File: src/rtl/tran_framer_pkg.sv
// rtl/tran_framer_pkg.sv - shared framer constants: command byte and FSM state encodings
package tran_framer_pkg;

   // Command byte that opens every write burst; the protocol decoder matches on it.
   localparam logic [7:0] DATA_TRAN = 8'hA5;

   localparam logic [2:0] ST_IDLE   = 3'd0;
   localparam logic [2:0] ST_CMD    = 3'd1;
   localparam logic [2:0] ST_ADDR_L = 3'd2;
   localparam logic [2:0] ST_ADDR_H = 3'd3;
   localparam logic [2:0] ST_LEN    = 3'd4;
   localparam logic [2:0] ST_DATA   = 3'd5;

   // States in which wide words may be taken from the word stream.
   function automatic logic is_data_phase(input logic [2:0] st);
      return (st == ST_LEN) || (st == ST_DATA);
   endfunction

endpackage

File: src/rtl/tran_framer_if.sv
// rtl/tran_framer_if.sv - request, wide word and serial byte signals of the framer
interface tran_framer_if #(
   parameter int LOW_DATA_WIDTH  = 8,
   parameter int ADDR_WIDTH      = 16,
   parameter int HIGH_DATA_WIDTH = 32
);
   logic                       req_valid;
   logic                       req_ready;
   logic [ADDR_WIDTH-1:0]      req_addr;
   logic [7:0]                 req_len;
   logic                       word_valid;
   logic                       word_ready;
   logic [HIGH_DATA_WIDTH-1:0] word_data;
   logic                       low_write_valid;
   logic [LOW_DATA_WIDTH-1:0]  low_write_data;
   logic                       busy;
   logic                       done;
   logic                       len_err;

   modport master (
      output req_valid, req_addr, req_len, word_valid, word_data,
      input  req_ready, word_ready, low_write_valid, low_write_data, busy, done, len_err
   );

   modport slave (
      input  req_valid, req_addr, req_len, word_valid, word_data,
      output req_ready, word_ready, low_write_valid, low_write_data, busy, done, len_err
   );
endinterface

File: src/rtl/tran_framer_word_serializer.sv
// rtl/tran_framer_word_serializer.sv - holds one wide word and walks its bytes LSB lane first
module tran_framer_word_serializer #(
   parameter  int LOW_DATA_WIDTH  = 8,
   parameter  int BRUST_SIZE_LOG  = 2,
   localparam int HIGH_DATA_WIDTH = LOW_DATA_WIDTH * (1 << BRUST_SIZE_LOG)
) (
   input  logic                       clk,
   input  logic                       rst_n,
   input  logic                       load,
   input  logic [HIGH_DATA_WIDTH-1:0] load_data,
   output logic                       empty,
   output logic                       cur_last,
   output logic                       nxt_valid,
   output logic [LOW_DATA_WIDTH-1:0]  nxt_byte,
   output logic                       nxt_last
);
   localparam int BYTES = 1 << BRUST_SIZE_LOG;
   localparam int IDX_W = (BRUST_SIZE_LOG > 0) ? BRUST_SIZE_LOG : 1;
   localparam logic [IDX_W-1:0] LAST_IDX   = IDX_W'(BYTES - 1);
   localparam logic [IDX_W-1:0] PENULT_IDX = IDX_W'(BYTES - 2);

   // active_q: a byte of the held word is on the serial bus this cycle (lane idx_q);
   // rest_q holds the lanes that follow it, next lane in the low bits.
   logic [HIGH_DATA_WIDTH-1:0] rest_q;
   logic [IDX_W-1:0]           idx_q;
   logic                       active_q;

   assign empty    = !active_q;
   assign cur_last = active_q && (idx_q == LAST_IDX);

   always_comb begin
      nxt_valid = load || (active_q && !cur_last);
      nxt_byte  = load ? load_data[LOW_DATA_WIDTH-1:0] : rest_q[LOW_DATA_WIDTH-1:0];
      nxt_last  = load ? (BYTES == 1) : (idx_q == PENULT_IDX);
   end

   always_ff @(posedge clk or negedge rst_n) begin
      if (!rst_n) begin
         rest_q   <= '0;
         idx_q    <= '0;
         active_q <= 1'b0;
      end else if (load) begin
         rest_q   <= load_data >> LOW_DATA_WIDTH;
         idx_q    <= '0;
         active_q <= 1'b1;
      end else if (active_q) begin
         if (cur_last) begin
            active_q <= 1'b0;
         end else begin
            rest_q <= rest_q >> LOW_DATA_WIDTH;
            idx_q  <= idx_q + 1'b1;
         end
      end
   end
endmodule

File: src/rtl/tran_framer.sv
// rtl/tran_framer.sv - frames burst write requests into a serial byte stream
module tran_framer
   import tran_framer_pkg::*;
#(
   parameter int LOW_DATA_WIDTH = 8,
   parameter int ADDR_WIDTH     = 16,
   parameter int BRUST_SIZE_LOG = 2
) (
   input logic         clk,
   input logic         rst_n,
   tran_framer_if.slave bus
);
   localparam int HIGH_DATA_WIDTH = LOW_DATA_WIDTH * (1 << BRUST_SIZE_LOG);

   logic [2:0]                 state, state_nxt;
   logic [ADDR_WIDTH-1:0]      addr_q;
   logic [7:0]                 len_q;
   logic [7:0]                 words_rem, words_rem_nxt;
   logic                       req_acc, word_acc, done_nxt;
   logic                       out_valid_nxt;
   logic [LOW_DATA_WIDTH-1:0]  out_data_nxt;
   logic                       low_valid_q, busy_q, done_q, len_err_q;
   logic [LOW_DATA_WIDTH-1:0]  low_data_q;
   logic [HIGH_DATA_WIDTH-1:0] word_data;
   logic                       ser_empty, ser_cur_last, ser_nxt_valid, ser_nxt_last;
   logic [LOW_DATA_WIDTH-1:0]  ser_nxt_byte;

   assign word_data           = bus.word_data;
   assign bus.req_ready       = (state == ST_IDLE);
   assign bus.low_write_valid = low_valid_q;
   assign bus.low_write_data  = low_data_q;
   assign bus.busy            = busy_q;
   assign bus.done            = done_q;
   assign bus.len_err         = len_err_q;

   assign req_acc = bus.req_valid && (state == ST_IDLE);

   // A new word may replace the held one in the same cycle its last lane is on the bus.
   assign bus.word_ready = is_data_phase(state) && (words_rem != 8'd0)
                           && (ser_empty || ser_cur_last);
   assign word_acc       = bus.word_valid && bus.word_ready;
   assign words_rem_nxt  = words_rem - {7'd0, word_acc};

   assign done_nxt = is_data_phase(state) && ser_nxt_valid && ser_nxt_last
                     && (words_rem_nxt == 8'd0);

   tran_framer_word_serializer #(
      .LOW_DATA_WIDTH (LOW_DATA_WIDTH),
      .BRUST_SIZE_LOG (BRUST_SIZE_LOG)
   ) u_ser (
      .clk       (clk),
      .rst_n     (rst_n),
      .load      (word_acc),
      .load_data (word_data),
      .empty     (ser_empty),
      .cur_last  (ser_cur_last),
      .nxt_valid (ser_nxt_valid),
      .nxt_byte  (ser_nxt_byte),
      .nxt_last  (ser_nxt_last)
   );

   always_comb begin
      state_nxt = state;
      case (state)
         ST_IDLE:   if (req_acc && (bus.req_len != 8'd0)) state_nxt = ST_CMD;
         ST_CMD:    state_nxt = ST_ADDR_L;
         ST_ADDR_L: state_nxt = ST_ADDR_H;
         ST_ADDR_H: state_nxt = ST_LEN;
         ST_LEN:    state_nxt = ST_DATA;
         ST_DATA:   if (done_q) state_nxt = ST_IDLE;
         default:   state_nxt = ST_IDLE;
      endcase
   end

   // State names the byte on the bus, so each state computes the byte for the next cycle.
   always_comb begin
      out_valid_nxt = 1'b0;
      out_data_nxt  = low_data_q;
      case (state)
         ST_IDLE: begin
            if (req_acc && (bus.req_len != 8'd0)) begin
               out_valid_nxt = 1'b1;
               out_data_nxt  = DATA_TRAN;
            end
         end
         ST_CMD: begin
            out_valid_nxt = 1'b1;
            out_data_nxt  = addr_q[7:0];
         end
         ST_ADDR_L: begin
            out_valid_nxt = 1'b1;
            out_data_nxt  = addr_q[15:8];
         end
         ST_ADDR_H: begin
            out_valid_nxt = 1'b1;
            out_data_nxt  = len_q;
         end
         ST_LEN, ST_DATA: begin
            if (ser_nxt_valid) begin
               out_valid_nxt = 1'b1;
               out_data_nxt  = ser_nxt_byte;
            end
         end
         default: ;
      endcase
   end

   always_ff @(posedge clk or negedge rst_n) begin
      if (!rst_n) begin
         state       <= ST_IDLE;
         addr_q      <= '0;
         len_q       <= '0;
         words_rem   <= '0;
         low_valid_q <= 1'b0;
         low_data_q  <= '0;
         busy_q      <= 1'b0;
         done_q      <= 1'b0;
         len_err_q   <= 1'b0;
      end else begin
         state       <= state_nxt;
         busy_q      <= (state_nxt != ST_IDLE);
         low_valid_q <= out_valid_nxt;
         low_data_q  <= out_data_nxt;
         done_q      <= done_nxt;
         len_err_q   <= req_acc && (bus.req_len == 8'd0);
         if (req_acc) begin
            addr_q    <= bus.req_addr;
            len_q     <= bus.req_len;
            words_rem <= bus.req_len;
         end else if (word_acc) begin
            words_rem <= words_rem_nxt;
         end
      end
   end
endmodule

File: src/flat_wrapper.sv
// flat-port wrapper written by rule: the top's interface ports become plain ports
module tran_framer_flat import tran_framer_pkg::*;
#(
   parameter int LOW_DATA_WIDTH = 8,
   parameter int ADDR_WIDTH     = 16,
   parameter int BRUST_SIZE_LOG = 2
)
  (clk, rst_n, bus_req_valid, bus_req_addr, bus_req_len, bus_word_valid, bus_word_data, bus_req_ready, bus_word_ready, bus_low_write_valid, bus_low_write_data, bus_busy, bus_done, bus_len_err);
  tran_framer_if #(.LOW_DATA_WIDTH(LOW_DATA_WIDTH), .ADDR_WIDTH(ADDR_WIDTH), .HIGH_DATA_WIDTH((32))) bus_i ();
  input logic clk;
  input logic rst_n;
  input wire logic [$bits(bus_i.req_valid)-1:0] bus_req_valid;
  input wire logic [$bits(bus_i.req_addr)-1:0] bus_req_addr;
  input wire logic [$bits(bus_i.req_len)-1:0] bus_req_len;
  input wire logic [$bits(bus_i.word_valid)-1:0] bus_word_valid;
  input wire logic [$bits(bus_i.word_data)-1:0] bus_word_data;
  output wire logic [$bits(bus_i.req_ready)-1:0] bus_req_ready;
  output wire logic [$bits(bus_i.word_ready)-1:0] bus_word_ready;
  output wire logic [$bits(bus_i.low_write_valid)-1:0] bus_low_write_valid;
  output wire logic [$bits(bus_i.low_write_data)-1:0] bus_low_write_data;
  output wire logic [$bits(bus_i.busy)-1:0] bus_busy;
  output wire logic [$bits(bus_i.done)-1:0] bus_done;
  output wire logic [$bits(bus_i.len_err)-1:0] bus_len_err;
  assign bus_i.req_valid = bus_req_valid;
  assign bus_i.req_addr = bus_req_addr;
  assign bus_i.req_len = bus_req_len;
  assign bus_i.word_valid = bus_word_valid;
  assign bus_i.word_data = bus_word_data;
  assign bus_req_ready = bus_i.req_ready;
  assign bus_word_ready = bus_i.word_ready;
  assign bus_low_write_valid = bus_i.low_write_valid;
  assign bus_low_write_data = bus_i.low_write_data;
  assign bus_busy = bus_i.busy;
  assign bus_done = bus_i.done;
  assign bus_len_err = bus_i.len_err;
  tran_framer #(.LOW_DATA_WIDTH(LOW_DATA_WIDTH), .ADDR_WIDTH(ADDR_WIDTH), .BRUST_SIZE_LOG(BRUST_SIZE_LOG)) u_core (.clk(clk), .rst_n(rst_n), .bus(bus_i));
endmodule
File: config.mk
export PLATFORM = sky130hd
export DESIGN_NAME = tran_framer_flat
export DESIGN_NICKNAME = d
export VERILOG_FILES = /design/src/rtl/tran_framer_pkg.sv /design/src/rtl/tran_framer_if.sv /design/src/rtl/tran_framer_word_serializer.sv /design/src/rtl/tran_framer.sv /design/src/flat_wrapper.sv
export SDC_FILE = /design/constraint.sdc
export NUM_CORES = 1
export LEC_CHECK = 0
export CAP_MARGIN = 10
export CORE_MARGIN = 2
export CORE_UTILIZATION = 45
export CTS_CLUSTER_SIZE = 30
export DETAILED_ROUTE_END_ITERATION = 10
export PLACE_DENSITY = 0.84
export SLEW_MARGIN = 5
export SYNTH_ARGS = -nofsm -noshare
export SYNTH_HDL_FRONTEND = slang
export SYNTH_SLANG_ARGS = --single-unit
File: constraint.sdc
create_clock -name clk -period 2.78 [get_ports clk]
set_input_delay 0.556 -clock clk [delete_from_list [all_inputs] [get_ports clk]]
set_output_delay 0.556 -clock clk [all_outputs]
set_load 0.005 [all_outputs]
# After elaboration in Yosys (flattened, before gate mapping)

Cells that the tools add are included.
W data, S select, Z words.

Word-level logic and storage cells: 75
Output and inout bits: 14
Bits in registers: 82

Add/subtract/negate cells: 2
Equality and inequality tests: 10
Reduce and logical (&&, ||, !) cells: 29
Multiplexer cells: 22

Operators with widths:

| operator             | number |
|---|---|
| $mux W32             | 3 |
| $mux W8              | 5 |
| $pmux W8 S5          | 1 |
| $pmux W3 S6          | 1 |
| $logic_not A8 Y1     | 2 |
| $reduce_bool A8 Y1   | 2 |
| $logic_and A1 B1 Y1  | 11 |
| $sub A8 B1 Y8        | 1 |
| $eq A3 B2 Y1 const B | 2 |
| $eq A3 B3 Y1 const B | 2 |
| $mux W1              | 6 |
| $mux W2              | 3 |
| $mux W3              | 2 |
| $reduce_bool A5 Y1   | 1 |
| $eq A2 B2 Y1 const B | 2 |
| $ne A2 B1 Y1 const B | 2 |
| $reduce_bool A2 Y1   | 2 |
| $eq A3 B1 Y1 const B | 1 |
| $logic_not A3 Y1     | 1 |
| $logic_or A1 B1 Y1   | 3 |
| $pmux W1 S3          | 1 |
| $reduce_and A3 Y1    | 1 |
| $reduce_bool A3 Y1   | 1 |
| $reduce_or A3 Y1     | 1 |
| other kinds (5)      | 6 |

# Longest topological paths before layout

Gate-level depths: netlist of the first run.

Word-level depth: 9
Mapped depth: 15
Gate-level depth less buffers: 11

# Hierarchy

From an unflattened synthesis of the first run, not the netlist that was laid out.

Cell total of the unflattened synthesis: 384
Area total of the unflattened synthesis: 3651.0 µm²

By module, submodules not included:

| module                      | times used | area each (µm²) | seq. area each (µm²) | cells each |
|---|---|---|---|---|
| tran_framer                 | 1          | 2341.0          | 1176.1               | 253 |
| tran_framer_word_serializer | 1          | 1310.0          | 675.6                | 131 |

# Worst setup path after synthesis of the first run

Ideal clock, no wire load.

Path type: register to register
From: reg u_core.u_ser.idx_q[0]
To: reg u_core.words_rem[7]
Required time: 2.646 ns
Arrival: 2.818 ns
Cell stages (with the launch flop): 15
Slack: -0.172 ns
Cells stage by stage: dfrtp_1 > ha_1 > nor2b_1 > buf_4 > a2111o_1 > buf_6 > inv_4 > buf_6 > buf_2 > ha_1 > or3b_2 > nor3_1 > a21oi_1 > o21ai_0 > o211ai_1

Word-level cells in the longest chain between the ends: 8
Elaborated cells between the ends (all ways): 9
Those cells by class: add/sub (1); eq/ne (1); mux (2); reduce/logical (5)

RTL lines:

| element                  | RTL line                          | source |
|---|---|---|
| start: declaration       | tran_framer_word_serializer.sv:25 | `logic [IDX_W-1:0] idx_q;` |
| start signal: assignment | tran_framer_word_serializer.sv:51 | `idx_q <= idx_q + 1'b1;` |
| $eq A2 B2 Y1 (*)         | tran_framer_word_serializer.sv:29 | `assign cur_last = active_q && (idx_q == LAST_IDX);` |
| $logic_and A1 B1 Y1 (*)  | tran_framer_word_serializer.sv:29 |  |
| $logic_or A1 B1 Y1 (*)   | tran_framer.sv:40                 | `&& (ser_empty \|\| ser_cur_last);` |
| $logic_and A1 B1 Y1 (*)  | tran_framer.sv:40                 |  |
| $logic_and A1 B1 Y1 (*)  | tran_framer.sv:41                 | `assign word_acc = bus.word_valid && bus.word_ready;` |
| $sub A8 B1 Y8            | tran_framer.sv:42                 | `assign words_rem_nxt = words_rem - {7'd0, word_acc};` |
| $mux W8                  | tran_framer.sv:130                | `end else if (word_acc) begin` |
| $mux W8                  | tran_framer.sv:126                | `if (req_acc) begin` |
| end signal: assignment   | tran_framer.sv:129                | `words_rem <= bus.req_len;` |
| end signal: assignment   | tran_framer.sv:131                | `words_rem <= words_rem_nxt;` |
| end: declaration         | tran_framer.sv:18                 | `logic [7:0] words_rem, words_rem_nxt;` |

Mark *: on every way between the ends. The rest lies on a longest branch, timed or not. The select of a mux whose other input is x is not followed.
A chain may end at the register's enable or synchronous reset.

# Worst setup path after layout of the first run

From: reg u_core.words_rem[4]
To: out bus_word_ready

Word-level cells in the longest chain between the ends: 3

RTL lines:

| element             | RTL line           | source |
|---|---|---|
| $reduce_bool A8 Y1  | tran_framer.sv:39  | `assign bus.word_ready = is_data_phase(state) && (words_rem != 8'd0)` |
| $logic_and A1 B1 Y1 | tran_framer.sv:39  |  |
| $logic_and A1 B1 Y1 | tran_framer.sv:40  |  |
| end: declaration    | flat_wrapper.sv:18 | `output wire logic [$bits(bus_i.word_ready)-1:0] bus_word_ready;` |

Every way passes these cells.

==> results of run 1 <==
cells in the mapped netlist, types with 4 or more instances:
cell	instances
nor3_1	4
o21ai_1	4
o21ai_0	16
a221o_1	4
o221ai_1	4
nor2b_1	4
clkbuf_1	7
inv_1	11
mux2i_1	16
a2bb2oi_1	4
buf_2	8
a22oi_1	12
dfrtp_1	74
nor2_1	12
ha_1	5
a21oi_1	8
mux2_2	8
o211ai_1	6
nand2_1	116
nand3_1	13
metrics by stage:
| stage | instance area (µm²) | hold slack (ps) | setup WS, ps | total power (W) |
|---|---|---|---|---|
| 6_report | 4610 | 263 | 184 | 0.00475 |
| 4_1_cts | 4600 | 286 | 120 | 0.00473 |
| 5_1_grt | 4610 | 321 | 41.3 | 0.00509 |
| 3_5_place_dp | 4410 | 463 | -27.4 | 0.00393 |
| 2_1_floorplan | 3570 | 260 | 35.7 | 0.00324 |
| 3_3_place_gp | 4410 | 455 | 100 | 0.00382 |
kinds of logic (layout without fill, tap and decap cells):
| group | Yosys count | in the layout | synth area share, % |
|---|---|---|---|
| multiplexers | 24 | 24 | 7.04 |
| flip-flops | 74 | 74 | 52.1 |
| XOR/XNOR | 3 | 3 | 0.740 |
| adder cells (fa/ha/maj) | 5 | 5 | 1.76 |
| AO/OA/AOI/OAI | 64 | 64 | 12.7 |
| buffers and inverters | 32 | 115 | 4.47 |
| AND/OR/NAND/NOR | 167 | 167 | 21.2 |
sequential cells by signal, indices dropped and copies added (netlist names):
signal and cells:
u_core.bus.done 1, u_core.u_ser.idx_q 2, u_core.bus.len_err 1, u_core.bus.low_write_data 8, u_core.bus.busy 1, u_core.state 3, u_core.u_ser.active_q 1, u_core.bus.low_write_valid 1
u_core.len_q 8, u_core.words_rem 8, u_core.u_ser.rest_q 24, u_core.addr_q 16
power by group:
part	leakage (nW)	internal [W]	switching, W
sequential	0.945	0.00156	0.000345
combinational	1.12	0.000988	0.00107
clock	0.0986	0.000405	0.000384
worst paths after layout:
kind / start / end / slack [ps] / cells past startpoint
max in group asynchronous: rst_n / u_core.u_ser.rest_q[7]$_DFFE_PN0P_ / 1830 / 2
setup reg to reg: u_core.words_rem[4]$_DFFE_PN0P_ / u_core.words_rem[7]$_DFFE_PN0P_ / 190 / 10
hold / removal: rst_n / u_core.words_rem[6]$_DFFE_PN0P_ / 260 / 1
min in group clk: u_core.addr_q[9]$_DFFE_PN0P_ / u_core.addr_q[9]$_DFFE_PN0P_ / 480 / 2
setup / recovery: u_core.words_rem[4]$_DFFE_PN0P_ / bus_word_ready / 180 / 4
hold reg to reg: u_core.addr_q[9]$_DFFE_PN0P_ / u_core.addr_q[9]$_DFFE_PN0P_ / 480 / 2
area by class of cell:
type                            count  area share, %
Clock inverter                      6           1.28
Inverter                           12           1.03
Sequential cell                    74           40.2
Multi-Input combinational cell    263           33.6
Tap cell                          102           2.77
Clock buffer                        9           2.69
Timing Repair Buffer               88           18.5
routing by layer:
layer	GRT usage [%]	vias to the layer above
met5	0	-
met2	35.1	103
met4	7.48	0
met3	4.23	12
met1	27.6	1439
li1	-	1422
worst max-delay path: cells and delay by family, from the launching register on:
kind	cells	cell delay, ps
buffers and inverters	1	450
flip-flops	1	490
AND/OR/NAND/NOR	3	770
==> run_results.csv, run 1 <==
group,metric,value,unit
timing,setup_tns,0,ps
grt,grt_pass1_wl,14200,µm
cts,cts_root_buf,"clkbuf_8",
timing,fin_crit,2600,ps
grt,grt_max_degree,45,
cts,ctsHoldBuffers,0,
synth,syn_area_per_cell,9.63,µm²
synth,yosysWarnings,0,
timing,timing.final.crit_share,93.4,%
finish,mostFrequentLayoutCells,"116 x nand2_1, 74 x dfrtp_1, 72 x clkdlybuf4s50_1",
run,cap_violations,0,
grt,grt_pass1_vias,2921,
cts,cts_buffers,9,
cts,clk_latency,340,ps
drt,route.detailed.drc,0,
critical_path,end_kind,"primary output",
outcome,status,"completed",
floorplanning,coreArea,0.00769,mm²
drt,vias,2976,
timing,worst_pin_slew,728,ps
finish,finalNetCount,513,
timing,fmax,0.385,GHz
critical_path,cp.required,2220,ps
finish,multi_input_area,0.00155,mm²
placed_design,dp.cells,537,
drt,wl_met3,444,µm
timing,hold_viol,0,
timing,rsz0062_at_grt,"no",
hold_path,holdCritPathClass,"in -> async",
synth,synth_flop_cell,"dfrtp_1",
finish,nFillCells,655,
cts,cts-htree-levels,3,
finish,seqCellArea,0.00185,mm²
finish,drive_gt1_share,10.6,%
critical_path,startpoint_type,"flop",
placed_design,portBuffers,73,
drt,final_antenna_net_count,0,
critical_path,worstSetupPathType,"reg -> out",
grt,antenna_found_initial,0,
synth,syn_area,0.00355,mm²
drt,vias_per_cell,5.37,
critical_path,arrival,2040,ps
synth,synth-edff-count,0,
cts,cts_tree,"yes",
placed_design,hpwl,6340,µm
drt,post_drt_wl_per_cell,15.7,µm
timing,maxSlewHeadroom,51.5,%
drt,met1_length,3720,µm
synth,yosys.area.top_type_share,52.1,%
grt,grt_util_all_layers,21.1,%
timing,drv_slew,0,
cts,cts_sinks,74,
drt,first_iter_violations,218,
synth,async_flop_share,100,%
synth,syn-num-nets,434,
drt,met2_length,4360,µm
timing,setup_viol,0,
drt,top_layer_used,"met4",
power_and_ir_drop,peakVddDrop,0.365,mV
cts,cts_setup_buffers,0,
synth,synthCells,369,
placed_design,gp_congestion,0.917,
synth,ys_ff_latch,74,
floorplanning,start_util,46.2,%
finish,fin_util,60.0,%
floorplanning,ioPinCount,74,
drt,routed_wl,8680,µm
grt,overflow,0,
timing,clock_skew,9.14,ps
critical_path,crit_fanout,6,
floorplanning,die_w,92.9,µm
finish,diodes,0,
cts,cts_max_path_buffers,2,
finish,mostFrequentLayoutCell,"nand2_1",
critical_path,crit_slowest_cell,"dfrtp_1",
finish,final_cells,554,
finish,area_growth,29.8,%
power_and_ir_drop,powerDensity,1030,mW/mm²
cts,clk_pin_slew_worst_paths,70,ps
floorplanning,dieHeight,92.9,µm
synth,synth_area_leaders,"dfrtp_1 52%, nand2_1 12%, mux2i_1 4.5%",
drt,dr.pass1.iters,4,
synth,yosysSeqAreaShare,52.1,%
critical_path,crit_chain,"nor4_4 > nand2_1 > and3_1 > clkdlybuf4s50_1",
critical_path,max_stage_delay,490,ps
synth,synth_largest_area_cell,"dfrtp_1",
power_and_ir_drop,power.leakage,2.16,nW
floorplanning,rows,32,
synth,synth_cell_type_count,43,
floorplanning,dieArea,0.00862,mm²
cts,post_cts_resized,0,
No activity file was read; power rests on OpenSTA's default activity.
==> run 2: changes to the inputs <==
- CTS_CLUSTER_SIZE: 30 -> 12
- PLACE_DENSITY: 0.84 -> 0.81
- SYNTH_HIERARCHICAL: default -> 1
- clock period: 2.78 -> 2.87 ns (I/O delays scaled with it)
==> run_results.csv, run 2 <==
group,metric,value,unit
outcome,status,"completed",
power_and_ir_drop,peakVddDrop,0.202,mV
power_and_ir_drop,powerDensity,415,mW/mm²
finish,largest_reg_flops,24,
synth,yosysWarnings,6,
drt,routed_wl,8790,µm
critical_path,startpoint_type,"flop",
critical_path,end_kind,"flop",
grt,antenna_found_initial,0,
floorplanning,dieArea,0.00885,mm²
drt,final_antenna_net_count,0,
floorplanning,dieHeight,94.1,µm
finish,drive_gt1_share,10.2,%
power_and_ir_drop,power.leakage,2.14,nW
cts,cts_buffers,9,
floorplanning,rows,32,
drt,dr.pass1.iters,4,
floorplanning,die_w,94.1,µm
synth,syn_area,0.00365,mm²
timing,setup_tns,0,ps
cts,cts_setup_buffers,0,
critical_path,max_stage_delay,620,ps
drt,vias,2977,
cts,clk_latency,340,ps
placed_design,hpwl,6340,µm
finish,finalNetCount,518,
grt,grt_util_all_layers,21.4,%
critical_path,crit_family,"simple AND/OR/NAND/NOR gates",
grt,grt_max_degree,46,
synth,syn-num-nets,448,
critical_path,cp_num_buf_inv,3,
critical_path,critPathLaunch,"u_core/words_rem[1]$_DFFE_PN0P_",
power_and_ir_drop,pwr-share-seq,53.7,%
grt,grt_pass1_wl,14500,µm
cts,cts_sinks,74,
synth,synthCells,384,
power_and_ir_drop,pwr-share-comb,5.7,%
timing,fmax,0.369,GHz
cts,cts_root_buf,"clkbuf_8",
finish,mostFrequentLayoutCell,"nand2_1",
critical_path,crit_slowest_cell,"or4_1",
run,cap_violations,0,
synth,synth-edff-count,0,
timing,fin_crit,2710,ps
timing,drv_slew,0,
timing,rsz0062_at_grt,"no",
placed_design,placed_cell_area,0.00449,mm²
grt,grt_pass1_vias,2933,
finish,area_growth,28.2,%
synth,synth_area_leaders,"dfrtp_1 51%, nand2_1 11%, mux2i_1 6.3%",
timing,timing.final.crit_share,94.3,%
finish,nFillCells,679,
synth,synth.most_common_cell,"nand2_1",
critical_path,cp.required,3100,ps
power_and_ir_drop,swShare,22.0,%
cts,cts_tree,"yes",
synth,yosys.area.top_type_share,50.7,%
synth,synth_cell_type_count,46,
timing,setup_viol,0,
critical_path,crit_fanout,22,
finish,mostFrequentLayoutCells,"109 x nand2_1, 74 x dfrtp_1, 72 x clkdlybuf4s50_1",
cts,cts_max_path_buffers,2,
power_and_ir_drop,p_int,0.00151,W
placed_design,gp_congestion,0.863,
floorplanning,start_util,46.8,%
critical_path,worstSetupEndpoint,"u_core/bus.low_write_data[2]$_DFFE_PN0P_",
cts,ctsHoldBuffers,0,
placed_design,portBuffers,73,
drt,post_drt_wl_per_cell,15.7,µm
power_and_ir_drop,power.switching,0.000427,W
cts,clk_pin_slew_worst_paths,80,ps
critical_path,cp_common_cell,"inv_1",
timing,maxSlewHeadroom,40.2,%
finish,diodes,0,
finish,top_regs,"u_core/u_ser/rest_q: 24 flops, u_core/addr_q: 16 flops",
synth,yosysSeqAreaShare,50.7,%
critical_path,worstSetupPathType,"reg -> reg",
drt,vias_per_cell,5.31,
drt,first_iter_violations,174,
timing,clock_skew,4.97,ps
finish,final_cell_area,0.00468,mm²
drt,route.detailed.drc,0,
critical_path,crit_chain,"or4_1 > o2111ai_4 > inv_1 > buf_4 > nand2b_1 > nand3b_1 > o21ai_1 > nor2_2 > inv_1 > o22a_1",
critical_path,r2r_cells,10,
cts,cts-htree-levels,3,
critical_path,crit_cells,10,
hold_path,holdCritPathClass,"in -> async",
power_and_ir_drop,p_clk_share,40.7,%
synth,synth_flop_cell,"dfrtp_1",
grt,overflow,0,
timing,worst_pin_slew,895,ps
critical_path,r2r-start,"u_core/words_rem[1]$_DFFE_PN0P_",
timing,hold_viol,0,
critical_path,reg2reg_to,"u_core/bus.low_write_data[2]$_DFFE_PN0P_",
synth,syn_area_per_cell,9.51,µm²
floorplanning,ioPinCount,74,
critical_path,arrival,2940,ps
synth,synth_common_cells,"109 x nand2_1, 74 x dfrtp_1, 24 x o21ai_0, 23 x mux2i_1, 18 x clkbuf_1",
synth,synth_largest_area_cell,"dfrtp_1",
finish,regMostFlops,"u_core/u_ser/rest_q",
floorplanning,coreArea,0.00781,mm²
synth,ys_ff_latch,74,
critical_path,rrSetupSlack,160,ps
synth,async_flop_share,100,%
run 2: cell count changes after synthesis, moves of 7 or more:
| cell | previous run | this run |
|---|---|---|
| clkbuf_1 | 7 | 18 |
| o21ai_0 | 16 | 24 |
| a22oi_1 | 12 | 5 |
| mux2i_1 | 16 | 23 |
| nand2_1 | 116 | 109 |
run 2: worst register-to-register path: stages (launching register included):
cell,delay (ps)
dfrtp_1,400
or4_1,620
o2111ai_4,240
inv_1,100
buf_4,210
nand2b_1,190
nand3b_1,140
o21ai_1,120
nor2_2,210
inv_1,150
o22a_1,210
run 2: kinds of logic (layout without fill, tap and decap cells):
logic type	Yosys count	count (layout)	share of synthesized area, %
compound gates	70	70	13.0
xor+xnor	4	4	0.960
fa+ha+maj	4	4	1.37
buf+inv	34	109	4.39
flops	74	74	50.7
mux	32	32	9.08
simple gates	166	166	20.5
run 2: final cells by class:
type | count | area, µm² | area share, %
multi-input combinational | 276 | 1640 | 35.1
clock buffer | 9 | 124 | 2.65
sequential | 74 | 1850 | 39.6
inverter | 6 | 22.5 | 0.481
tap | 102 | 128 | 2.73
clock inverter | 7 | 70.1 | 1.50
timing repair buffer | 87 | 843 | 18.0
run 2: how the worst min path moves through the flow:
stage | to | slack (ps) | cells past startpoint
finish | u_core/u_ser/rest_q[18]$_DFFE_PN0P_ | 260 | 1
floorplan | u_core/addr_q[0]$_DFFE_PN0P_ | 280 | 0
global placement | u_core/addr_q[2]$_DFFE_PN0P_ | 460 | 2
global route | u_core/u_ser/rest_q[18]$_DFFE_PN0P_ | 300 | 1
detailed placement | u_core/len_q[0]$_DFFE_PN0P_ | 460 | 2
CTS | u_core/u_ser/rest_q[18]$_DFFE_PN0P_ | 260 | 1
run 2: timing repair:
item                                    4_1_cts  5_1_grt
endpoints found under the hold margin         0        0
gates resized for setup                       0        0
endpoints found under the setup margin        0        1
run 2: stage by stage:
stage	setup slack (ps)	utilization, %	hold slack, ps	total power (W)	cells
finish	162	60.0	259	0.00194	561
global route	9.96	60.0	301	0.00202	561
CTS	153	60.0	265	0.00196	561
detailed placement	64.7	57.5	464	0.00117	545
global placement	98.2	57.5	464	0.00117	545
floorplan	5.75	-	278	0.00106	384
run 2: power by group through the flow:
stage	combinational [W]	clock [W]	sequential [W]
finish	0.000110	0.000789	0.00104
global route	0.000119	0.000862	0.00104
CTS	0.000112	0.000808	0.00104
detailed placement	0.000112	0	0.00106
global placement	0.000111	0	0.00106
floorplan	0.00000196	0	0.00106
run 2: layer usage:
layer / routed length (µm) / track usage, % / vias to the layer above
li1: - / - / 1463
met1: 4010 / 29.8 / 1429
met2: 4190 / 33.0 / 72
met3: 435 / 4.41 / 13
met4: 159 / 8.21 / 0
met5: 0 / 0 / -
